$ cat config.mk
export PLATFORM = sky130hd
export DESIGN_NAME = sp_sram_arbiter
export DESIGN_NICKNAME = d
export VERILOG_FILES = /design/src/rtl/sp_sram_arbiter.sv
export SDC_FILE = /design/constraint.sdc
export NUM_CORES = 1
export LEC_CHECK = 0
export ABC_AREA = 1
export ABC_CLOCK_PERIOD_IN_PS = 1710
export BUFFER_PORTS_ARGS = -buffer_cell sky130_fd_sc_hd__buf_2
export CAP_MARGIN = 20
export CORE_AREA = 10 10 306 308
export CTS_CLUSTER_SIZE = 20
export DETAILED_ROUTE_END_ITERATION = 10
export DIE_AREA = 0 0 316 318
export SETUP_SLACK_MARGIN = 0.05
export SYNTH_ARGS = -nofsm -noshare
export SYNTH_HDL_FRONTEND = slang
export SYNTH_SLANG_ARGS = --single-unit
export TNS_END_PERCENT = 1
$ cat constraint.sdc
create_clock -name iClk -period 1.71 [get_ports iClk]
set_input_delay 0.2565 -clock iClk [delete_from_list [all_inputs] [get_ports iClk]]
set_output_delay 0.2565 -clock iClk [all_outputs]
set_load 0.02 [all_outputs]
$ cat src/rtl/sp_sram_arbiter.sv
// Two-requester round-robin arbiter and registered command sequencer for the
// AES single-port SRAM. Returns tagged one-cycle read-valid pulses to the
// requester that owns each read.
module sp_sram_arbiter #(
    parameter int unsigned AW = 7,
    parameter int unsigned DW = 128
) (
    input  logic          iClk,
    input  logic          iRst,
    // requester A: key-expansion / round-key writer
    input  logic          iReqA,
    input  logic          iWrnA,
    input  logic [3:0]    iWdSelA,
    input  logic [AW-1:0] iAddrA,
    input  logic [DW-1:0] iWrDtA,
    output logic          oGntA,
    output logic          oRdVldA,
    output logic [DW-1:0] oRdDtA,
    // requester B: state-buffer read/write path
    input  logic          iReqB,
    input  logic          iWrnB,
    input  logic [3:0]    iWdSelB,
    input  logic [AW-1:0] iAddrB,
    input  logic [DW-1:0] iWrDtB,
    output logic          oGntB,
    output logic          oRdVldB,
    output logic [DW-1:0] oRdDtB,
    // SRAM command and read data
    output logic          oSramCsn,
    output logic          oSramWrn,
    output logic [3:0]    oSramWdSel,
    output logic [AW-1:0] oSramAddr,
    output logic [DW-1:0] oSramWrDt,
    input  logic [DW-1:0] iSramRdDt
);

    localparam int unsigned NL = 4;

    typedef enum logic {
        OWN_A = 1'b0,
        OWN_B = 1'b1
    } owner_e;

    // round-robin history: owner of the most recent grant
    owner_e           last_q, last_d;

    // registered SRAM command
    logic             csn_q, csn_d;
    logic             wrn_q, wrn_d;
    logic [NL-1:0]    wdsel_q, wdsel_d;
    logic [AW-1:0]    addr_q, addr_d;
    logic [DW-1:0]    wrdt_q, wrdt_d;

    // read-return tag pipeline; stage 2 is kept decoded per requester
    logic             tag1_vld_q, tag1_vld_d;
    owner_e           tag1_own_q, tag1_own_d;
    logic             rd_vld_a_q, rd_vld_a_d;
    logic             rd_vld_b_q, rd_vld_b_d;

    logic             gnt_a_c, gnt_b_c;

    // Arbitration: a lone request wins; a tie goes to whoever did not win last.
    always_comb begin
        gnt_a_c = 1'b0;
        gnt_b_c = 1'b0;
        if (!iRst) begin
            if (iReqA && iReqB) begin
                if (last_q == OWN_B) begin
                    gnt_a_c = 1'b1;
                end else begin
                    gnt_b_c = 1'b1;
                end
            end else begin
                gnt_a_c = iReqA;
                gnt_b_c = iReqB;
            end
        end
    end

    // Next command, round-robin history and read tags from this cycle's grant.
    always_comb begin
        last_d     = last_q;
        csn_d      = 1'b1;
        wrn_d      = 1'b1;
        wdsel_d    = {NL{1'b1}};
        addr_d     = addr_q;
        wrdt_d     = wrdt_q;
        tag1_vld_d = 1'b0;
        tag1_own_d = tag1_own_q;
        rd_vld_a_d = tag1_vld_q && (tag1_own_q == OWN_A);
        rd_vld_b_d = tag1_vld_q && (tag1_own_q == OWN_B);

        if (gnt_a_c) begin
            last_d     = OWN_A;
            csn_d      = 1'b0;
            wrn_d      = iWrnA;
            wdsel_d    = iWrnA ? {NL{1'b1}} : iWdSelA;
            addr_d     = iAddrA;
            wrdt_d     = iWrDtA;
            tag1_vld_d = iWrnA;
            tag1_own_d = OWN_A;
        end else if (gnt_b_c) begin
            last_d     = OWN_B;
            csn_d      = 1'b0;
            wrn_d      = iWrnB;
            wdsel_d    = iWrnB ? {NL{1'b1}} : iWdSelB;
            addr_d     = iAddrB;
            wrdt_d     = iWrDtB;
            tag1_vld_d = iWrnB;
            tag1_own_d = OWN_B;
        end
    end

    // State registers with synchronous reset; reset also drops in-flight reads.
    always_ff @(posedge iClk) begin
        if (iRst) begin
            last_q     <= OWN_B;
            csn_q      <= 1'b1;
            wrn_q      <= 1'b1;
            wdsel_q    <= {NL{1'b1}};
            addr_q     <= '0;
            wrdt_q     <= '0;
            tag1_vld_q <= 1'b0;
            tag1_own_q <= OWN_A;
            rd_vld_a_q <= 1'b0;
            rd_vld_b_q <= 1'b0;
        end else begin
            last_q     <= last_d;
            csn_q      <= csn_d;
            wrn_q      <= wrn_d;
            wdsel_q    <= wdsel_d;
            addr_q     <= addr_d;
            wrdt_q     <= wrdt_d;
            tag1_vld_q <= tag1_vld_d;
            tag1_own_q <= tag1_own_d;
            rd_vld_a_q <= rd_vld_a_d;
            rd_vld_b_q <= rd_vld_b_d;
        end
    end

    assign oGntA      = gnt_a_c;
    assign oGntB      = gnt_b_c;
    assign oRdVldA    = rd_vld_a_q;
    assign oRdVldB    = rd_vld_b_q;
    assign oRdDtA     = iSramRdDt;
    assign oRdDtB     = iSramRdDt;
    assign oSramCsn   = csn_q;
    assign oSramWrn   = wrn_q;
    assign oSramWdSel = wdsel_q;
    assign oSramAddr  = addr_q;
    assign oSramWrDt  = wrdt_q;

endmodule

==> reports/summary.txt, run 1 <==
Max Slew Vio Count -> 0
CTS tree -> done
Global-route usage over all layers -> 0.1065
EDFF count, synth -> 0
PD cells -> 825.8 nW/um2
Wirelength per Cell -> 19.89 um
Fraction of final layout cells sized beyond drive strength 1 -> 0.3288
Antenna violation net count after detailed routing -> 0
Height of the chip -> 318 um
HP Class -> in2reg
Master cell of the clock root buffer -> sky130_fd_sc_hd__clkbuf_16
Crit path launch type -> flip-flop
Final critical delay including setup and external delays -> 1.644 ns
Count of distinct cell types in the synthesized netlist -> 22
Maximum ir drop on the vdd rail -> 0.7829 mV
Final period util -> 0.9616
Multiplexer fraction of the synthesized cell area -> 0
Post-synthesis xor/xnor area fraction -> 0
Aggregate global routing overflow -> 0
Launch point of the critical path -> last_q$_SDFFE_PP1P_
Max FO, Critical Path -> 27
Number of failing setup endpoints in the final timing report -> 0
Cell types with the largest area share after synthesis -> sky130_fd_sc_hd__dfxtp_1 28%, sky130_fd_sc_hd__buf_4 19%, sky130_fd_sc_hd__nand4_1 16%
Ys async rst share -> 0
Hpwl dp -> 42,850 um
Dominant register cell in the synthesized netlist -> sky130_fd_sc_hd__dfxtp_1
DRT Wirelength -> 56,560 um
Portion of the post-synthesis area used by sequential elements -> 0.2838
Result of the run -> finished clean
Setup crit end kind -> flip-flop
Accumulated negative setup slack -> 0 ns
Final weighted congestion in routability-driven placement -> 0.8501
DIE WIDTH -> 316 um
End point of the most critical hold path -> oSramWdSel[1]$_SDFF_PP1_
RR Endpoint -> oSramWrDt[26]$_SDFFE_PP0P_
Number of instances in the synthesized netlist -> 1,532
Count of endpoints failing hold in the final timing report -> 0
Post-synthesis instance area -> 10,300 um2
Clock Pin Slew Worst Setup and Hold Paths -> 0.07 ns
Hold Startpoint -> iWdSelB[1]
Number of H-tree levels -> 4
Vias in the first global route -> 10,570
Syn Area/Cell -> 6.723 um2
Clock skew after layout -> 0.006828 ns
Clock latency on the worst-skew pair -> 0.49 ns
Post-layout instance count excluding filler cells -> 2,844
Required time reported for the critical path endpoint -> 2.12 ns
Synthesized Nets -> 1,944
Post-layout net count -> 2,075
Number of storage elements in the synthesis netlist -> 146
RSZ-0062 raised after global routing -> yes
Data arrival time of the worst path -> 2.05 ns
Placed insts -> 2,785
Area share of fa/ha/maj cells after synthesis -> 0
R2R Setup Slk -> 0.07 ns
Global-route wire length before repair -> 77,350 um
Dominant combinational cell family by area after synthesis -> simple AND/OR/NAND/NOR gates
Actual slew at the worst max-slew pin -> 0.8640 ns
Worst hold stages -> 3
Total via count in the routed design -> 11,140
Via density per instance -> 3.918
Utilization after layout -> 0.1505
Number of detailed-routing iterations run before antenna repair -> 5
Cell Rows -> 109
CTS sink cnt -> 146
Count of buffers inserted at the top-level ports -> 428
Worst rel slew slack -> 0.4240
Number of buffers created by CTS -> 17
Area overhead of the layout relative to synthesis -> 28.15%
Critical Setup Path Class -> reg2reg
Complex-gate fraction of the synthesized area -> 0.06948
Standby leakage power -> 6.428 nW
Post-synthesis simple-gate area fraction -> 0.3388
Core Region -> 87,690 um2
Leading area contributor after synthesis -> sky130_fd_sc_hd__dfxtp_1
Area of the die -> 100,500 um2
Initial core utilization -> 0.1175
Count of warnings emitted by yosys -> 0
Reg2reg start -> last_q$_SDFFE_PP1P_
Initial antenna violation count -> 15
Final routed DRC violation total -> 0
Filler cell count in the final layout -> 10,120
Maximum number of pins on one net before global-route repair -> 139
Max-cap viol count -> 0
# IOs -> 813
Area fraction of the dominant cell type after synthesis -> 0.2838
Fmax -> 0.6081 GHz
Initial DRC Count -> 746
Maximum buffer depth of the clock tree -> 2
Worst-case reg-to-reg path depth -> 10
[synthesized netlist by cell type (2+ instances only)]
| library cell | count |
|---|---|
| sky130_fd_sc_hd__buf_4 | 261 |
| sky130_fd_sc_hd__inv_2 | 2 |
| sky130_fd_sc_hd__buf_2 | 96 |
| sky130_fd_sc_hd__nor2_1 | 2 |
| sky130_fd_sc_hd__inv_1 | 142 |
| sky130_fd_sc_hd__clkbuf_1 | 37 |
| sky130_fd_sc_hd__nand2_1 | 275 |
| sky130_fd_sc_hd__nand3_1 | 137 |
| sky130_fd_sc_hd__o21ai_0 | 4 |
| sky130_fd_sc_hd__buf_1 | 11 |
| sky130_fd_sc_hd__dfxtp_1 | 146 |
| sky130_fd_sc_hd__nand4_1 | 270 |
| sky130_fd_sc_hd__nor3_1 | 6 |
| sky130_fd_sc_hd__a21oi_1 | 135 |
[logic make-up after synthesis]
logic type,after synthesis
AO/OA/AOI/OAI,142
buffers and inverters,550
flip-flops,146
AND/OR/NAND/NOR,694
[per-stage QoR]
stage / worst slack, ns / area [um2] / power [mW] / hold slack (ns)
global route: -0.01853 / 13190 / 11.51 / 0.02972
finish: 0.06560 / 13200 / 10.90 / 0.06671
detailed placement: 0.04127 / 12150 / 6.648 / 0.4228
global placement: 0.05321 / 12150 / 6.637 / 0.4073
floorplan: 0.3885 / 10300 / 6.187 / 0.3692
CTS: -0.006201 / 13100 / 11.13 / 0.003246
[what timing repair did]
action | 4_1_cts | 5_1_grt
gates resized for setup | 14 | 8
hold buffers | 9 | 0
hold endpoints to repair | 5 | 0
cloned | 3 | 2
pin swaps | 1 | 1
setup endpoints to repair | 3 | 83
buffers inserted | 10 | 0
[final cells by class]
class | count | area, um2 | area share
Inverter | 144 | 560.5 | 0.04247
Tap cell | 1165 | 1458 | 0.1104
Multi-Input combinational cell | 836 | 4240 | 0.3213
Clock inverter | 15 | 197.7 | 0.01498
Sequential cell | 146 | 2924 | 0.2215
Timing Repair Buffer | 518 | 3386 | 0.2565
Antenna cell | 3 | 7.507 | 0.0005688
Clock buffer | 17 | 425.4 | 0.03223
[placed cells by master, fill, tap and decap left out, types with 3 or more instances in the layout]
master                          instances
sky130_fd_sc_hd__buf_12                26
sky130_fd_sc_hd__nor3_1                 6
sky130_fd_sc_hd__clkinvlp_4             3
sky130_fd_sc_hd__buf_6                  8
sky130_fd_sc_hd__clkbuf_16             19
sky130_fd_sc_hd__nand2_1              273
sky130_fd_sc_hd__a21oi_1              135
sky130_fd_sc_hd__nand4_1              270
sky130_fd_sc_hd__bufinv_16              3
sky130_fd_sc_hd__bufbuf_16              3
sky130_fd_sc_hd__nand3_1              137
sky130_fd_sc_hd__diode_2                3
sky130_fd_sc_hd__inv_8                  5
sky130_fd_sc_hd__dfxtp_1              145
sky130_fd_sc_hd__dlygate4sd3_1          9
sky130_fd_sc_hd__buf_2                423
sky130_fd_sc_hd__buf_16                 3
sky130_fd_sc_hd__inv_1                141
sky130_fd_sc_hd__o21ai_0                4
sky130_fd_sc_hd__buf_4                 43
[sequential cells by signal, indices dropped and copies added (netlist names)]
signal and cells:
oRdVldA 1, tag1_own_q 1, last_q 1, oSramWdSel 4, tag1_vld_q 1, oSramWrDt 128, oSramWrn 1, oSramCsn 1
oRdVldB 1, oSramAddr 7
[metal layers]
| metal | share of wire | vias up | global-route usage |
|---|---|---|---|
| li1 | - | 5193 | - |
| met1 | 0.44 | 5055 | 0.1360 |
| met2 | 0.40 | 744 | 0.1466 |
| met3 | 0.12 | 139 | 0.04762 |
| met4 | 0.043 | 12 | 0.05600 |
| met5 | 0.0019 | - | 0.006420 |
[power breakdown]
part	internal, mW	switching, mW	total [mW]
clock network	2.34	1.86	4.20
registers	3.68	0.167	3.84
logic	1.07	1.79	2.86
total	7.08	3.82	10.9
[critical path: stages, from the launching register on]
cell	delay (ns)
sky130_fd_sc_hd__dfxtp_2	0.33
sky130_fd_sc_hd__buf_6	0.12
sky130_fd_sc_hd__nand2_8	0.06
sky130_fd_sc_hd__buf_12	0.10
sky130_fd_sc_hd__buf_4	0.12
sky130_fd_sc_hd__buf_12	0.18
sky130_fd_sc_hd__clkbuf_16	0.23
sky130_fd_sc_hd__nand4_1	0.09
sky130_fd_sc_hd__nand2_1	0.09
sky130_fd_sc_hd__nand2_1	0.06
sky130_fd_sc_hd__a21oi_1	0.12
[how the worst max path moves through the flow]
stage | end | slack (ns) | cells after the start
after detailed placement | oSramAddr[5]$_SDFFE_PP0P_ | 0.04 | 7
final | oSramWrDt[26]$_SDFFE_PP0P_ | 0.07 | 10
after CTS | oGntB | -0.006 | 6
after global placement | oSramAddr[5]$_SDFFE_PP0P_ | 0.05 | 7
after global routing | oGntA | -0.02 | 6
after floorplan | oGntA | 0.39 | 6
Power figures use the tool's default switching activity.
==> inputs of run 2 (changes only) <==
Settings changed: CORE_AREA 10 10 306 308 to 2 2 316 318, DIE_AREA 0 0 316 318 to 0 0 318 320, SKIP_LAST_GASP from default to 1, TNS_END_PERCENT 1 to default.
==> reports/summary.txt, run 2 (same netlist as run 1, synthesis figures left out) <==
Most used cells in the layout excluding fill and tap cells -> 423 x sky130_fd_sc_hd__buf_2, 275 x sky130_fd_sc_hd__nand2_1, 270 x sky130_fd_sc_hd__nand4_1, 145 x sky130_fd_sc_hd__dfxtp_1, 140 x sky130_fd_sc_hd__inv_1
DIE WIDTH -> 318 um (+0.63%)
Worst hold-check slack -> 0.06506 ns (-0.001645 ns)
R2R Setup Slk -> 0.12 ns (+0.05 ns)
Setup crit end kind -> flip-flop
Launch point of the critical path -> last_q$_SDFFE_PP1P_
DRT Wirelength -> 51,900 um (-8.2%)
Count of endpoints failing hold in the final timing report -> 0 (unchanged)
Utilization after layout -> 0.1343 (-0.01625)
Critical path capture point -> oSramWrDt[22]$_SDFFE_PP0P_
Fmax -> 0.6277 GHz (+3.2%)
Global-route wire length before repair -> 70,580 um (-8.8%)
Required time reported for the critical path endpoint -> 2.05 ns (-0.07 ns)
Initial DRC Count -> 536 (-28%)
Standby leakage power -> 6.332 nW (-1.5%)
Final routed DRC violation total -> 0 (unchanged)
Clock skew after layout -> 0.01642 ns (+0.009593 ns)
Number of H-tree levels -> 4 (unchanged)
Stage delay of the slowest cell on the critical path -> 0.37 ns (+0.04 ns)
Fraction of final layout cells sized beyond drive strength 1 -> 0.3251 (-0.003624)
# IOs -> 813 (unchanged)
Via density per instance -> 3.722 (-5.0%)
Dominant delay contributor by cell family on the critical path -> buffers and inverters
CTS sink cnt -> 146 (unchanged)
Initial core utilization -> 0.1051 (-0.01234)
Hpwl dp -> 39,730 um (-7.3%)
Critical Setup Path Class -> reg2reg
Number of buffer and inverter instances along the worst setup path -> 4 (-1)
Vias in the first global route -> 10,350 (-2.1%)
Actual slew at the worst max-slew pin -> 0.6373 ns (-0.2268 ns)
Commonest non-fill, non-tap cell in the layout -> sky130_fd_sc_hd__buf_2
Crit path launch type -> flip-flop
Master of the slowest instance on the critical path -> sky130_fd_sc_hd__dfxtp_4
Number of buffers created by CTS -> 17 (unchanged)
Final weighted congestion in routability-driven placement -> 0.7929 (-6.7%)
Reg2reg start -> last_q$_SDFFE_PP1P_
Height of the chip -> 320 um (+0.63%)
Max-cap viol count -> 0 (unchanged)
Clock latency on the worst-skew pair -> 0.49 ns (about the same)
Result of the run -> finished clean
Maximum number of pins on one net before global-route repair -> 92 (-34%)
Number of flip-flops under the largest register name -> 128 (unchanged)
Cell Chain, Critical Path -> inv_4 -> nand2_8 -> nand3_4 -> buf_6 -> buf_12 -> buf_4 -> nand2_1 -> nand2_1 -> a21oi_1
Data arrival time of the worst path -> 1.94 ns (-0.11 ns)
Wirelength per Cell -> 17.55 um (-12%)
Max FO, Critical Path -> 7 (-74%)
HP Class -> in2reg
Antenna violation net count after detailed routing -> 0 (unchanged)
CTS tree -> done
Initial antenna violation count -> 9 (-6)
Aggregate global routing overflow -> 0 (unchanged)
Accumulated negative setup slack -> 0 ns (unchanged)
Max Slew Vio Count -> 0 (unchanged)
Number of failing setup endpoints in the final timing report -> 0 (unchanged)
Final period util -> 0.9316 (-0.03005)
Worst rel slew slack -> 0.5752 (+0.1512)
Number of detailed-routing iterations run before antenna repair -> 5 (unchanged)
Master cell of the clock root buffer -> sky130_fd_sc_hd__clkbuf_16
Maximum ir drop on the vdd rail -> 0.6171 mV (-21%)
Worst path depth -> 9 (-1)
PD cells -> 830.5 nW/um2 (+0.57%)
Maximum buffer depth of the clock tree -> 2 (unchanged)
Final critical delay including setup and external delays -> 1.593 ns (-0.05139 ns)
Global-route usage over all layers -> 0.09628 (-0.01024)
Worst-case reg-to-reg path depth -> 9 (-1)
RR Endpoint -> oSramWrDt[22]$_SDFFE_PP0P_
Cell Rows -> 115 (+5.5%)
Most frequent cell on the critical path -> sky130_fd_sc_hd__nand2_1
Clock Pin Slew Worst Setup and Hold Paths -> 0.08 ns (about the same)
Total via count in the routed design -> 11,010 (-1.2%)
Area overhead of the layout relative to synthesis -> 27.73%
Count of buffers inserted at the top-level ports -> 428 (unchanged)
Post-layout net count -> 2,066 (-0.43%)
RSZ-0062 raised after global routing -> yes
Core Region -> 97,990 um2 (+12%)
Area of the die -> 101,800 um2 (+1.3%)
[run 2: area by class of cell]
type	count	area, um2
multi-input combinational	836	4235
timing repair buffer	509	3179
tap	1287	1610
fill	11440	84830
clock inverter	15	216.5
inverter	144	555.5
antenna	3	7.507
sequential	146	2927
clock buffer	17	425.4
[run 2: per-layer routing]
metal  part of all wire  vias to the layer above  GRT usage
li1                   -                     5182          -
met3               0.11                      144    0.04578
met5             0.0011                        -  0.0009456
met2               0.42                      691     0.1415
met4              0.053                       10    0.05852
met1               0.42                     4980     0.1127
[run 2: worst min-delay path by stage]
stage | start | to | slack (ns) | depth (start not counted)
finish | iWrnA | oSramWdSel[3]$_SDFF_PP1_ | 0.07 | 3
global route | iWrnB | tag1_vld_q$_SDFF_PP0_ | 0.05 | 3
CTS | iWrnA | oSramWdSel[3]$_SDFF_PP1_ | 0.005 | 3
detailed placement | tag1_vld_q$_SDFF_PP0_ | oRdVldB$_SDFF_PP0_ | 0.47 | 2
global placement | oSramWrDt[63]$_SDFFE_PP0P_ | oSramWrDt[63]$_SDFFE_PP0P_ | 0.47 | 2
floorplan | iWrnB | tag1_vld_q$_SDFF_PP0_ | 0.37 | 2
[run 2: worst register-to-register path, stage by stage (launching register included)]
cell,delay (ns)
sky130_fd_sc_hd__dfxtp_4,0.37
sky130_fd_sc_hd__inv_4,0.08
sky130_fd_sc_hd__nand2_8,0.05
sky130_fd_sc_hd__nand3_4,0.08
sky130_fd_sc_hd__buf_6,0.19
sky130_fd_sc_hd__buf_12,0.18
sky130_fd_sc_hd__buf_4,0.20
sky130_fd_sc_hd__nand2_1,0.13
sky130_fd_sc_hd__nand2_1,0.11
sky130_fd_sc_hd__a21oi_1,0.06
[run 2: per-stage QoR]
| step | setup WS (ns) | instance area [um2] | power (mW) | instances |
|---|---|---|---|---|
| after floorplan | 0.3885 | 10300 | 6.187 | 1532 |
| after global routing | 0.04016 | 13150 | 11.53 | 2955 |
| final | 0.1170 | 13160 | 10.93 | 2957 |
| after detailed placement | 0.1229 | 12250 | 6.610 | 2906 |
| after CTS | 0.04378 | 13060 | 11.15 | 2952 |
| after global placement | 0.1164 | 12250 | 6.609 | 2906 |
[run 2: power by group]
part | switching [mW] | leakage [nW] | total [mW] | internal [mW]
logic | 1.76 | 4.81 | 2.77 | 1.01
registers | 0.147 | 1.21 | 3.82 | 3.67
clock network | 1.85 | 0.314 | 4.34 | 2.49
[run 2: what timing repair did]
item                                   CTS  global route
resized for setup                        9             8
setup endpoints to repair                2            20
cloned                                   1             2
endpoints found under the hold margin    4             0
hold buffers                             8             0
buffers inserted                         5             0
==> inputs of run 3 (changes only) <==
Settings changed: PLACE_DENSITY from default to 0.31.
==> reports/summary.txt, run 3 (same netlist as run 1, synthesis figures left out) <==
Required time reported for the critical path endpoint -> 1.45 ns (-0.60 ns)
Final critical-path setup slack -> 0.1042 ns (-0.01274 ns)
Max FO, Critical Path -> 2 (-5)
Global-route wire length before repair -> 79,520 um (+13%)
Cell Chain, Critical Path -> buf_6 -> nand2_8 -> nand3_4 -> buf_12 -> clkinv_8 -> buf_8
DRT Wirelength -> 56,400 um (+8.7%)
Count of endpoints failing hold in the final timing report -> 0 (unchanged)
Global-route usage over all layers -> 0.1075 (+0.01118)
Final period util -> 0.9390 (+0.007449)
Filler cell count in the final layout -> 11,490 (+0.45%)
Master cell of the clock root buffer -> sky130_fd_sc_hd__clkbuf_16
Post-layout net count -> 2,097 (+1.5%)
Utilization after layout -> 0.1377 (+0.003435)
Final weighted congestion in routability-driven placement -> 0.7357 (-7.2%)
Max-cap viol count -> 0 (unchanged)
Maximum buffer depth of the clock tree -> 2 (unchanged)
Cell Rows -> 115 (unchanged)
Total via count in the routed design -> 10,920 (-0.81%)
Number of flip-flops under the largest register name -> 128 (unchanged)
R2R Setup Slk -> 0.16 ns (+0.04 ns)
RSZ-0062 raised after global routing -> yes
Commonest non-fill, non-tap cell in the layout -> sky130_fd_sc_hd__buf_2
Most used cells in the layout excluding fill and tap cells -> 423 x sky130_fd_sc_hd__buf_2, 275 x sky130_fd_sc_hd__nand2_1, 270 x sky130_fd_sc_hd__nand4_1, 145 x sky130_fd_sc_hd__dfxtp_1, 141 x sky130_fd_sc_hd__inv_1
Placed insts -> 2,934 (+0.96%)
PD cells -> 815.6 nW/um2 (-1.8%)
Maximum number of pins on one net before global-route repair -> 67 (-27%)
Hpwl dp -> 42,520 um (+7.0%)
Fmax -> 0.6228 GHz (-0.79%)
Data arrival time of the worst path -> 1.35 ns (-0.59 ns)
Aggregate global routing overflow -> 0 (unchanged)
Clock skew after layout -> 0.009280 ns (-0.007141 ns)
Worst hold-check slack -> 0.1165 ns (+0.05147 ns)
Number of failing setup endpoints in the final timing report -> 0 (unchanged)
CTS sink cnt -> 146 (unchanged)
Area overhead of the layout relative to synthesis -> 31.00%
Fraction of final layout cells sized beyond drive strength 1 -> 0.3365 (+0.01134)
# IOs -> 813 (unchanged)
Final critical delay including setup and external delays -> 1.606 ns (+0.01274 ns)
Worst-case reg-to-reg path depth -> 8 (-1)
Cell area after placement -> 12,550 um2 (+2.4%)
Worst rel slew slack -> 0.6816 (+0.1065)
Critical Setup Path Class -> reg2out
Via density per instance -> 3.656 (-1.8%)
Crit path launch type -> flip-flop
Standby leakage power -> 6.513 nW (+2.9%)
Setup crit end kind -> output pin
Result of the run -> finished clean
Accumulated negative setup slack -> 0 ns (unchanged)
Initial core utilization -> 0.1051 (unchanged)
Clock latency on the worst-skew pair -> 0.50 ns (about the same)
Maximum ir drop on the vdd rail -> 0.4849 mV (-21%)
Final routed DRC violation total -> 0 (unchanged)
Height of the chip -> 320 um (unchanged)
Clock Pin Slew Worst Setup and Hold Paths -> 0.07 ns (about the same)
Stage delay of the slowest cell on the critical path -> 0.33 ns (-0.04 ns)
Area of the die -> 101,800 um2 (unchanged)
Max Slew Vio Count -> 0 (unchanged)
RR Endpoint -> oSramWrDt[45]$_SDFFE_PP0P_
Number of buffers created by CTS -> 17 (unchanged)
Vias in the first global route -> 11,110 (+7.3%)
CTS tree -> done
Reg2reg start -> last_q$_SDFFE_PP1P_
Wirelength per Cell -> 18.89 um (+7.6%)
Antenna violation net count after detailed routing -> 0 (unchanged)
Core Region -> 97,990 um2 (unchanged)
DIE WIDTH -> 318 um (unchanged)
Number of detailed-routing iterations run before antenna repair -> 4 (-1)
Area of all placed cells without fillers -> 13,490 um2 (+2.6%)
Launch point of the critical path -> last_q$_SDFFE_PP1P_
Initial antenna violation count -> 24 (+15)
HP Class -> in2reg
Final Total Pwr -> 11.00 mW (+0.71%)
Count of buffers inserted at the top-level ports -> 428 (unchanged)
Master of the slowest instance on the critical path -> sky130_fd_sc_hd__dfxtp_2
Initial DRC Count -> 438 (-18%)
Number of H-tree levels -> 4 (unchanged)
Post-layout instance count excluding filler cells -> 2,986 (+0.98%)
Placement-stage worst setup slack -> 0.1637 ns (+0.04073 ns)
Actual slew at the worst max-slew pin -> 0.4775 ns (-0.1597 ns)
Critical path capture point -> oGntB
-- run 3: how the worst min path moves through the flow --
stage,end,cells after the start,start,slack (ns)
finish,oSramWrDt[126]$_SDFFE_PP0P_,5,iWrDtB[126],0.12
CTS,oSramWrDt[126]$_SDFFE_PP0P_,5,iWrDtB[126],0.05
global route,oSramWrDt[56]$_SDFFE_PP0P_,5,iWrDtB[56],0.09
global placement,oRdVldA$_SDFF_PP0_,1,tag1_own_q$_SDFFE_PP0P_,0.41
detailed placement,oRdVldA$_SDFF_PP0_,1,tag1_own_q$_SDFFE_PP0P_,0.41
floorplan,tag1_vld_q$_SDFF_PP0_,2,iWrnB,0.37
-- run 3: worst max-delay path: cells and delay by family, from the launching register on --
family | cells | cell delay [ns]
simple gates | 2 | 0.14
flops | 1 | 0.33
buf+inv | 4 | 0.39
-- run 3: timing repair --
action | CTS | global route
buffers inserted | 6 | 1
hold buffers | 8 | 0
gates cloned | 2 | 2
endpoints found under the hold margin | 4 | 0
endpoints found under the setup margin | 2 | 29
resized for setup | 9 | 8
-- run 3: power breakdown --
part	total, mW	internal [mW]	switching [mW]	leakage [nW]
Clock	4.32	2.47	1.85	0.295
Sequential	3.83	3.67	0.152	1.21
Combinational	2.86	1.09	1.77	5.01
Total	11.0	7.23	3.77	6.51
-- run 3: area by class of cell --
cell class	count	area, um2	share of cell area
tap	1287	1610	0.1193
sequential	146	2924	0.2167
clock buffer	18	439.2	0.03255
timing repair buffer	540	3536	0.2621
multi-input combinational	836	4235	0.3139
clock inverter	13	182.7	0.01354
inverter	144	560.5	0.04154
antenna	2	5.005	0.0003709
-- run 3: metal layers --
metal  vias up  part of all wire  track usage
met5         -            0.0036            0
met4        30             0.038      0.05058
met3       155             0.086      0.04629
met2       480              0.45       0.1674
met1      5017              0.43       0.1266
li1       5236                 -            -
